==> src/rtl/hann_window_pkg.sv <==
// Shared constants for the Hann windowing stage, plus the constant function
// used to fill the coefficient ROM at elaboration.
package hann_window_pkg;

  localparam int FRAME_LEN = 128;
  localparam int IDX_W     = $clog2(FRAME_LEN);
  localparam int GRP_W     = 7;
  localparam int IN_IDX_W  = 10;

  localparam longint ONE_Q30     = 64'sd1073741824;
  localparam longint PI_HALF_Q30 = 64'sd1686629713;

  // Q30 Taylor cosine over [0, pi/2]; the upper quarter is folded onto it so
  // the series always converges fast and stays inside 64-bit products.
  function automatic longint hann_coef(input int n, input int cbw);
    longint x, x2, term, c, v;
    int     m;
    bit     neg;
    if (n <= FRAME_LEN / 4) begin
      m   = n;
      neg = 1'b0;
    end else begin
      m   = FRAME_LEN / 2 - n;
      neg = 1'b1;
    end
    x    = (PI_HALF_Q30 * longint'(m)) / longint'(FRAME_LEN / 4);
    x2   = (x * x) >>> 30;
    term = ONE_Q30;
    c    = term;
    for (int k = 1; k <= 12; k++) begin
      term = -(((term * x2) >>> 30) / longint'((2 * k - 1) * (2 * k)));
      c    = c + term;
    end
    if (neg) c = -c;
    v = ((ONE_Q30 - c) + (longint'(1) <<< (30 - cbw))) >>> (31 - cbw);
    if (v > (longint'(1) <<< cbw) - 1) v = (longint'(1) <<< cbw) - 1;
    if (v < 0) v = 0;
    return v;
  endfunction

endpackage

==> src/rtl/hann_window_if.sv <==
// Sample stream into and out of the Hann windowing stage.
interface hann_window_if
  import hann_window_pkg::*;
#(
  parameter int I_BW = 14,
  parameter int O_BW = 16
);
  logic                       di_en;
  logic signed [I_BW-1:0]     data_i;
  logic        [IN_IDX_W-1:0] in_idx;
  logic        [GRP_W-1:0]    in_group_num;
  logic                       err_clr;

  logic                       do_en;
  logic signed [O_BW-1:0]     data_o;
  logic        [IDX_W-1:0]    out_pos;
  logic        [GRP_W-1:0]    out_group_num;
  logic                       frame_start;
  logic                       frame_end;
  logic                       err_seq;

  modport master (
    output di_en, data_i, in_idx, in_group_num, err_clr,
    input  do_en, data_o, out_pos, out_group_num, frame_start, frame_end, err_seq
  );

  modport slave (
    input  di_en, data_i, in_idx, in_group_num, err_clr,
    output do_en, data_o, out_pos, out_group_num, frame_start, frame_end, err_seq
  );
endinterface

==> src/rtl/hann_window_coef_rom.sv <==
// Half-period Hann coefficient table with mirrored addressing; purely
// combinational, the caller registers the result.
module hann_coef_rom
  import hann_window_pkg::*;
#(
  parameter int C_BW = 16
) (
  input  logic [IDX_W-1:0] idx,
  output logic [C_BW-1:0]  coef
);
  localparam int HALF = FRAME_LEN / 2;

  logic [C_BW-1:0]  rom [HALF+1];
  logic [IDX_W-1:0] m;

  for (genvar i = 0; i <= HALF; i++) begin : g_rom
    localparam logic [C_BW-1:0] W = C_BW'(hann_coef(i, C_BW));
    assign rom[i] = W;
  end

  // Modular negate gives FRAME_LEN - idx in IDX_W bits for the upper half.
  always_comb begin
    m = idx;
    if (idx > IDX_W'(HALF)) m = IDX_W'(0) - idx;
  end

  assign coef = rom[m];

endmodule

==> src/rtl/hann_window.sv <==
// Two-stage Hann windowing: coefficient lookup, then multiply, round half up
// and saturate, with frame tags and a sticky sequence-error flag.
module hann_window
  import hann_window_pkg::*;
#(
  parameter int I_BW = 14,
  parameter int O_BW = 16,
  parameter int C_BW = 16
) (
  input logic          clk,
  input logic          rst,
  hann_window_if.slave bus
);
  localparam int STAGES = 2;
  localparam int SH     = C_BW - (O_BW - I_BW);
  localparam int PW     = I_BW + C_BW + 1;
  localparam int RW     = O_BW + 1;

  localparam logic signed [PW-1:0]   RND   = PW'(1) <<< (SH - 1);
  localparam logic signed [O_BW-1:0] O_MAX = {1'b0, {(O_BW-1){1'b1}}};
  localparam logic signed [O_BW-1:0] O_MIN = {1'b1, {(O_BW-1){1'b0}}};

  logic [STAGES-1:0]      vld_pipe;
  logic [IDX_W-1:0]       n;
  logic [IDX_W-1:0]       exp_pos;
  logic [C_BW-1:0]        rom_coef;
  logic                   err_new;

  logic signed [I_BW-1:0] s1_data;
  logic        [C_BW-1:0] s1_coef;
  logic [IDX_W-1:0]       s1_pos;
  logic [GRP_W-1:0]       s1_grp;

  logic signed [O_BW-1:0] s2_data;
  logic [IDX_W-1:0]       s2_pos;
  logic [GRP_W-1:0]       s2_grp;
  logic                   s2_fs, s2_fe, err_q;

  logic signed [C_BW:0]   coef_ext;
  logic signed [PW-1:0]   prod, rnd;
  logic signed [RW-1:0]   shf;
  logic signed [O_BW-1:0] sat;

  assign n = bus.in_idx[IDX_W-1:0];

  hann_coef_rom #(.C_BW(C_BW)) u_rom (
    .idx  (n),
    .coef (rom_coef)
  );

  // Out-of-range indices never equal exp_pos, but the explicit range test
  // keeps intent visible if the compare widths ever change.
  assign err_new = bus.di_en &&
                   ((bus.in_idx != IN_IDX_W'(exp_pos)) ||
                    (bus.in_idx >= IN_IDX_W'(FRAME_LEN)));

  always_ff @(posedge clk or negedge rst) begin
    if (!rst) begin
      vld_pipe <= '0;
      exp_pos  <= '0;
      err_q    <= 1'b0;
      s1_data  <= '0;
      s1_coef  <= '0;
      s1_pos   <= '0;
      s1_grp   <= '0;
    end else begin
      vld_pipe <= {vld_pipe[STAGES-2:0], bus.di_en};
      if (err_new)          err_q <= 1'b1;
      else if (bus.err_clr) err_q <= 1'b0;
      if (bus.di_en) begin
        exp_pos <= n + IDX_W'(1);
        s1_data <= bus.data_i;
        s1_coef <= rom_coef;
        s1_pos  <= n;
        s1_grp  <= bus.in_group_num;
      end
    end
  end

  // The shifted result is always O_BW+1 bits, so one sign-bit compare
  // detects overflow of the output range.
  always_comb begin
    coef_ext = {1'b0, s1_coef};
    prod     = PW'(s1_data) * PW'(coef_ext);
    rnd      = prod + RND;
    shf      = RW'(rnd >>> SH);
    sat      = shf[O_BW-1:0];
    if (shf[RW-1] != shf[RW-2]) sat = shf[RW-1] ? O_MIN : O_MAX;
  end

  always_ff @(posedge clk or negedge rst) begin
    if (!rst) begin
      s2_data <= '0;
      s2_pos  <= '0;
      s2_grp  <= '0;
      s2_fs   <= 1'b0;
      s2_fe   <= 1'b0;
    end else begin
      s2_fs <= vld_pipe[0] && (s1_pos == '0);
      s2_fe <= vld_pipe[0] && (s1_pos == IDX_W'(FRAME_LEN - 1));
      if (vld_pipe[0]) begin
        s2_data <= sat;
        s2_pos  <= s1_pos;
        s2_grp  <= s1_grp;
      end
    end
  end

  assign bus.do_en         = vld_pipe[STAGES-1];
  assign bus.data_o        = s2_data;
  assign bus.out_pos       = s2_pos;
  assign bus.out_group_num = s2_grp;
  assign bus.frame_start   = s2_fs;
  assign bus.frame_end     = s2_fe;
  assign bus.err_seq       = err_q;

endmodule
==> src/flat_wrapper.sv <==
// flat-port wrapper written by rule: the top's interface ports become plain ports
module hann_window_flat import hann_window_pkg::*;
#(
  parameter int I_BW = 14,
  parameter int O_BW = 16,
  parameter int C_BW = 16
)
  (clk, rst, bus_di_en, bus_data_i, bus_in_idx, bus_in_group_num, bus_err_clr, bus_do_en, bus_data_o, bus_out_pos, bus_out_group_num, bus_frame_start, bus_frame_end, bus_err_seq);
  hann_window_if #(.I_BW(I_BW), .O_BW(O_BW)) bus_i ();
  input logic clk;
  input logic rst;
  input wire logic [$bits(bus_i.di_en)-1:0] bus_di_en;
  input wire logic [$bits(bus_i.data_i)-1:0] bus_data_i;
  input wire logic [$bits(bus_i.in_idx)-1:0] bus_in_idx;
  input wire logic [$bits(bus_i.in_group_num)-1:0] bus_in_group_num;
  input wire logic [$bits(bus_i.err_clr)-1:0] bus_err_clr;
  output wire logic [$bits(bus_i.do_en)-1:0] bus_do_en;
  output wire logic [$bits(bus_i.data_o)-1:0] bus_data_o;
  output wire logic [$bits(bus_i.out_pos)-1:0] bus_out_pos;
  output wire logic [$bits(bus_i.out_group_num)-1:0] bus_out_group_num;
  output wire logic [$bits(bus_i.frame_start)-1:0] bus_frame_start;
  output wire logic [$bits(bus_i.frame_end)-1:0] bus_frame_end;
  output wire logic [$bits(bus_i.err_seq)-1:0] bus_err_seq;
  assign bus_i.di_en = bus_di_en;
  assign bus_i.data_i = bus_data_i;
  assign bus_i.in_idx = bus_in_idx;
  assign bus_i.in_group_num = bus_in_group_num;
  assign bus_i.err_clr = bus_err_clr;
  assign bus_do_en = bus_i.do_en;
  assign bus_data_o = bus_i.data_o;
  assign bus_out_pos = bus_i.out_pos;
  assign bus_out_group_num = bus_i.out_group_num;
  assign bus_frame_start = bus_i.frame_start;
  assign bus_frame_end = bus_i.frame_end;
  assign bus_err_seq = bus_i.err_seq;
  hann_window #(.I_BW(I_BW), .O_BW(O_BW), .C_BW(C_BW)) u_core (.clk(clk), .rst(rst), .bus(bus_i));
endmodule
==> config.mk <==
export PLATFORM = sky130hd
export DESIGN_NAME = hann_window_flat
export DESIGN_NICKNAME = d
export VERILOG_FILES = /design/src/rtl/hann_window_pkg.sv /design/src/rtl/hann_window_if.sv /design/src/rtl/hann_window_coef_rom.sv /design/src/rtl/hann_window.sv /design/src/flat_wrapper.sv
export SDC_FILE = /design/constraint.sdc
export NUM_CORES = 1
export LEC_CHECK = 0
export BUFFER_PORTS_ARGS = -buffer_cell sky130_fd_sc_hd__clkbuf_2
export CORE_AREA = 8 8 184 186
export CTS_BUF_LIST = sky130_fd_sc_hd__clkbuf_2 sky130_fd_sc_hd__clkbuf_4 sky130_fd_sc_hd__clkbuf_8
export DETAILED_ROUTE_END_ITERATION = 10
export DIE_AREA = 0 0 192 194
export GPL_ROUTABILITY_DRIVEN = 0
export PLACE_DENSITY = 0.63
export SETUP_SLACK_MARGIN = 0.2
export SYNTH_ARGS = -nofsm -noshare
export SYNTH_HDL_FRONTEND = slang
export SYNTH_HIERARCHICAL = 1
export SYNTH_SLANG_ARGS = --single-unit
==> constraint.sdc <==
create_clock -name clk -period 7.7 [get_ports clk]
set_input_delay 1.54 -clock clk [delete_from_list [all_inputs] [get_ports clk]]
set_output_delay 1.54 -clock clk [all_outputs]
set_load 0.03 [all_outputs]
==> flow_metrics.tcl, run 1 <==
set metrics [dict create \
    holdPathStages 1 \
    fmax_mhz 145 \
    r2r_setup_slack_ns 0.81 \
    ys_seq_elements 86 \
    clock_skew_ns 0.0156 \
    synthArstFlopShare_pct 100 \
    antenna_cells 0 \
    htreeDepth 3 \
    drv_cap 0 \
    path_clk_slew_ns 0.09 \
    avgViaCountPerCell 5.61 \
    final_common_cell "inv_1" \
    critPathRequiredTime_ns 7.99 \
    avgSynthCellArea_um2 8.92 \
    ys.flop_type "dfrtp_1" \
    hold_viol_final 0 \
    max_slew_margin_pct 28.8 \
    cts_resized 0 \
    ys_seq_area_share_pct 15.7 \
    worstRegToRegCells 21 \
    mostFrequentLayoutCells "231 x inv_1, 178 x nand2_1, 166 x fa_1, 139 x ha_1, 113 x and2_1" \
    die_h_um 194 \
    fin_nets 1881 \
    gr-total-overflow 0 \
    portBuffers 68 \
    synthXorXnorAreaFrac_pct 2.14 \
    cts_hold_buf 0 \
    critPathMaxFanout 17 \
    grt_max_degree 70 \
    start_util_pct 44.1 \
    dpl.hpwl_mm 26.5 \
    maxSlewViolCount 0 \
    cts_made_buffers 9 \
    min_to "u_core/bus.data_o[13]" \
    drc 0 \
    post_cts_buffers 0 \
    synth-adder-area-share_pct 37.1 \
    drtIter0Drc 810 \
    outcome "finished, final reports clean" \
    clk_latency_ns 0.39 \
    rr_startpoint "u_core/s1_data[5]" \
    die_w_um 192 \
    post-place-ws_ns 0.899 \
    totalWireLength_mm 34.9 \
    synthToLayoutAreaGrowth_pct 5.28 \
    setup_viol 0 \
    drive_gt1_share_pct 12.5 \
    cts_tree "built" \
    grt_usage_pct 19.4 \
    yosys.area_share.simple_pct 16.2 \
    worst_r2r_endpoint "u_core/bus.data_o[12]" \
    syn_area_um2 13700 \
    synth.area.mux_share_pct 5.55 \
    die-area_um2 37200 \
    cp-end-kind "flip-flop" \
    cts_max_path_buffers 2 \
    worst_pin_slew_ns 1.07 \
    rsz0062_at_grt "no" \
    syn_nets 1878 \
    grt_pass1_vias 11399 \
    drtAntennaViolNets 0 \
    cts_root_buf "clkbuf_8" \
    hold_class "reg2reg" \
    core_area_um2 31100 \
    fin_ws_ns 0.808 \
    cts_sinks 86 \
    final_util_pct 46.5 \
    synth_edf_count 0 \
    path_class "reg2reg" \
    dr.pass1.iters 5 \
    synth_top_family_by_area "adder cells" \
    routedWlPerCell_um 17.9 \
    grt_first_pass_wirelength_mm 58.8 \
    post-route-period-util_pct 89.5 \
    synthCells 1538 \
    vias 10935 \
    setup-tns-final_ns 0 \
    holdCritStartpoint "u_core/bus.data_o[13]" \
    ys_warn_count 6 \
    antenna_found_initial 0 \
    synth_compound_area_share_pct 13.9 \
    start_kind "flip-flop" \
    period_minus_slack_ns 6.89 \
    ios 69 \
    arrival_ns 7.18 \
    rows 65 \
    synthDistinctLibCells 85 \
]
[cells in the mapped netlist, drive strengths merged, types with 15 or more instances]
cell type  count  area share, %
o31ai         19            1.4
nand3         18           0.69
ha           139             13
clkbuf        58            1.6
and2         114            5.2
mux2          61            5.0
nand2        179            4.9
nand4         16           0.73
xnor2         25            1.8
buf           30            1.5
fa           166             24
nor2          65            1.8
a21oi         71            2.6
inv          234            6.4
a31oi         15           0.79
dfrtp         86             16
o21ai         63            2.4
[cells by family after synthesis]
family | Yosys count
XOR/XNOR | 31
adder cells (fa/ha/maj) | 307
AND/OR/NAND/NOR | 451
flip-flops | 86
buffers and inverters | 322
multiplexers | 68
AO/OA/AOI/OAI | 273
[metrics by stage]
stage | hold slack (ns) | instance area, µm² | std cells
after global placement | 0.471 | 14200 | 1932
after detailed placement | 0.474 | 14200 | 1932
after CTS | 0.496 | 14400 | 1948
after global routing | 0.508 | 14400 | 1948
final | 0.491 | 14400 | 1948
after floorplan | 0.404 | 13700 | 1538
[metal layers]
layer | share of wire [%] | GRT usage, %
met3 | 5.8 | 2.54
met4 | 2.7 | 6.45
met5 | 0 | 0
met1 | 43 | 25.3
met2 | 49 | 32.6
[flip-flops by register name, indices dropped and copies added (netlist names), 2 cells and up]
name,flops
u_core/bus.data_o,16
u_core/bus.out_group_num,7
u_core/bus.out_pos,7
u_core/exp_pos,7
u_core/s1_coef,16
u_core/s1_data,14
u_core/s1_grp,7
u_core/s1_pos,7
u_core/vld_pipe,2
[worst max-delay path, cell delays in order (launching register included)]
cell and delay (ns):
dfrtp_1 0.80, nand2_1 0.18, fa_1 0.55, inv_1 0.05
fa_1 0.52, inv_1 0.06, fa_1 0.53, inv_1 0.05
fa_1 0.45, fa_1 0.50, inv_1 0.05, fa_1 0.47
inv_1 0.04, ha_1 0.32, a21oi_1 0.14, o21ai_0 0.16
a311oi_1 0.42, a211o_1 0.28, a31oi_4 0.12, a2111oi_4 0.75
nor2_1 0.15, o31ai_2 0.20
[worst max path at each step]
stage / start / endpoint / depth (start not counted)
final: u_core/s1_data[5] / u_core/bus.data_o[12] / 21
after floorplan: u_core/s1_data[7] / u_core/bus.data_o[6] / 23
after global routing: u_core/s1_data[5] / u_core/bus.data_o[12] / 21
after CTS: u_core/s1_data[5] / u_core/bus.data_o[12] / 21
after detailed placement: u_core/s1_data[5] / u_core/bus.data_o[5] / 21
after global placement: u_core/s1_data[5] / u_core/bus.data_o[2] / 21
[layout make-up]
class	count	area [µm²]
tap	402	503
inverter	234	878
multi-input combinational	1130	10300
timing repair buffer	80	433
clock inverter	6	76.3
fill	3035	16600
clock buffer	10	131
sequential	86	2150
Power of run 1 is not shown: default switching activity piles up to over one toggle a cycle in this logic, so the estimate is an artifact.
==> run 2, diff against run 1 <==
--- a/config.mk
+++ b/config.mk
@@ -7,7 +7,7 @@
 export LEC_CHECK = 0
 export BUFFER_PORTS_ARGS = -buffer_cell sky130_fd_sc_hd__clkbuf_2
 export CORE_AREA = 8 8 184 186
-export CTS_BUF_LIST = sky130_fd_sc_hd__clkbuf_2 sky130_fd_sc_hd__clkbuf_4 sky130_fd_sc_hd__clkbuf_8
+export CTS_BUF_LIST = sky130_fd_sc_hd__clkbuf_4
 export DETAILED_ROUTE_END_ITERATION = 10
 export DIE_AREA = 0 0 192 194
 export GPL_ROUTABILITY_DRIVEN = 0
==> run 2 against run 1 <==
Net effect: global-route usage about the same; worst setup slack got worse by 0.00092 ns; via count unchanged; cell area down 0.36%; hold slack improved by 0.011 ns; clock skew is 0.0071 ns higher; non-clock buffer count did not move; final cell count increased by 0.10%; critical path type unchanged; critical endpoint unchanged.
==> flow_metrics.tcl, run 2 (synthesis gave the netlist of run 1 again) <==
set metrics [dict create \
    ios 69 \
    maxSlewViolCount 0 \
    cp-end-kind "flip-flop" \
    grt_busiest_layer "met2" \
    avgViaCountPerCell 5.61 \
    cts_made_buffers 9 \
    hold_viol_final 0 \
    worstRegToRegCells 21 \
    grt_usage_pct 19.4 \
    met1_usage_pct 25.3 \
    max_slew_margin_pct 29.2 \
    grt_max_degree 70 \
    vias 10935 \
    cts_resized 0 \
    final_cells 1950 \
    critPathMaxFanout 17 \
    timing.critical_path.mode_cell "fa_1" \
    fin_nets 1881 \
    outcome "finished, final reports clean" \
    drive_gt1_share_pct 12.5 \
    path_class "reg2reg" \
    hold_class "reg2reg" \
    rows 65 \
    cts_tree "built" \
    die-area_um2 37200 \
    gr-total-overflow 0 \
    fill_cells 3044 \
    cts_root_buf "clkbuf_4" \
    synthToLayoutAreaGrowth_pct 4.91 \
    grt_pass1_vias 11415 \
    max_stage_delay_ns 0.81 \
    drtIter0Drc 962 \
    die_h_um 194 \
    htreeDepth 3 \
    fmax_mhz 145 \
    portBuffers 68 \
    dpl.hpwl_mm 26.5 \
    path_buf_inv 5 \
    path_clk_slew_ns 0.15 \
    drv_cap 0 \
    core_area_um2 31100 \
    met3_usage_pct 2.48 \
    cp.depth 21 \
    grt_first_pass_wirelength_mm 58.8 \
    cts_hold_buf 0 \
    mostFrequentLayoutCells "231 x inv_1, 178 x nand2_1, 166 x fa_1, 139 x ha_1, 113 x and2_1" \
    die_w_um 192 \
    dr.pass1.iters 5 \
    start_util_pct 44.1 \
    final_common_cell "inv_1" \
    final_util_pct 46.3 \
    cpLargestDelayFamily "adder cells" \
    drc 0 \
    holdPathStages 1 \
    setup-tns-final_ns 0 \
    critPathRequiredTime_ns 8.08 \
    grt_use_met2_pct 32.6 \
    antenna_found_initial 1 \
    worst_pin_slew_ns 1.06 \
    post-route-period-util_pct 89.5 \
    rsz0062_at_grt "no" \
    cts_max_path_buffers 2 \
    clk_latency_ns 0.48 \
    arrival_ns 7.27 \
    totalWireLength_mm 34.8 \
    period_minus_slack_ns 6.89 \
    slowest_stage "dfrtp_1" \
    post_cts_buffers 0 \
    cts_sinks 86 \
    path_cells "nand2_1 -> fa_1 -> inv_1 -> fa_1 -> inv_1 -> fa_1 -> inv_1 -> fa_1 -> fa_1 -> inv_1 -> fa_1 -> inv_1 -> ha_1 -> a21oi_1 -> o21ai_0 -> a311oi_1 -> a211o_1 -> a31oi_4 -> a2111oi_4 -> nor2_1 -> o31ai_2" \
    clock_skew_ns 0.0227 \
    start_kind "flip-flop" \
    drtAntennaViolNets 0 \
    post-place-cells 1932 \
    setup_viol 0 \
    routedWlPerCell_um 17.9 \
]
## run 2: worst register-to-register path, delay by kind of cell (launching register included)
family                   cells  cell delay, ns
AND/OR/NAND/NOR              2            0.33
AO/OA/AOI/OAI                7            2.07
adder cells (fa/ha/maj)      7            3.34
flip-flops                   1            0.81
buffers and inverters        5            0.25
## run 2: through the flow
stage               setup slack (ns)  area [µm²]  hold WS (ns)
finish                         0.807       14400         0.502
global route                   0.356       14400         0.519
CTS                            0.837       14400         0.507
detailed placement             0.899       14200         0.474
global placement               0.995       14200         0.471
floorplan                       1.50       13700         0.404
## run 2: worst paths after layout
check	startpoint	endpoint	slack [ns]
setup / recovery	u_core/s1_data[5]	u_core/bus.data_o[12]	0.81
hold / removal	u_core/bus.data_o[13]	u_core/bus.data_o[13]	0.50
setup reg to reg	u_core/s1_data[5]	u_core/bus.data_o[12]	0.81
hold reg to reg	u_core/bus.data_o[13]	u_core/bus.data_o[13]	0.50
max in group asynchronous	rst	u_core/s1_grp[4]	5.66
min in group asynchronous	rst	u_core/bus.data_o[11]	0.91
## run 2: per-layer routing
| metal | up-vias | share of wire [%] |
|---|---|---|
| met5 | - | 0 |
| met4 | 0 | 2.8 |
| met3 | 64 | 6.0 |
| met2 | 372 | 49 |
| met1 | 5433 | 42 |
| li1 | 5066 | - |
## run 2: layout make-up
class / count / area, µm² / share of cell area [%]
Tap cell: 402 / 503 / 3.50
Multi-Input combinational cell: 1130 / 10300 / 71.3
Clock buffer: 10 / 75.1 / 0.522
Sequential cell: 86 / 2150 / 15.0
Inverter: 234 / 878 / 6.11
Antenna cell: 2 / 5.00 / 0.0348
Clock inverter: 6 / 76.3 / 0.531
Timing Repair Buffer: 80 / 433 / 3.01
Power of run 2 is left out for the same reason.
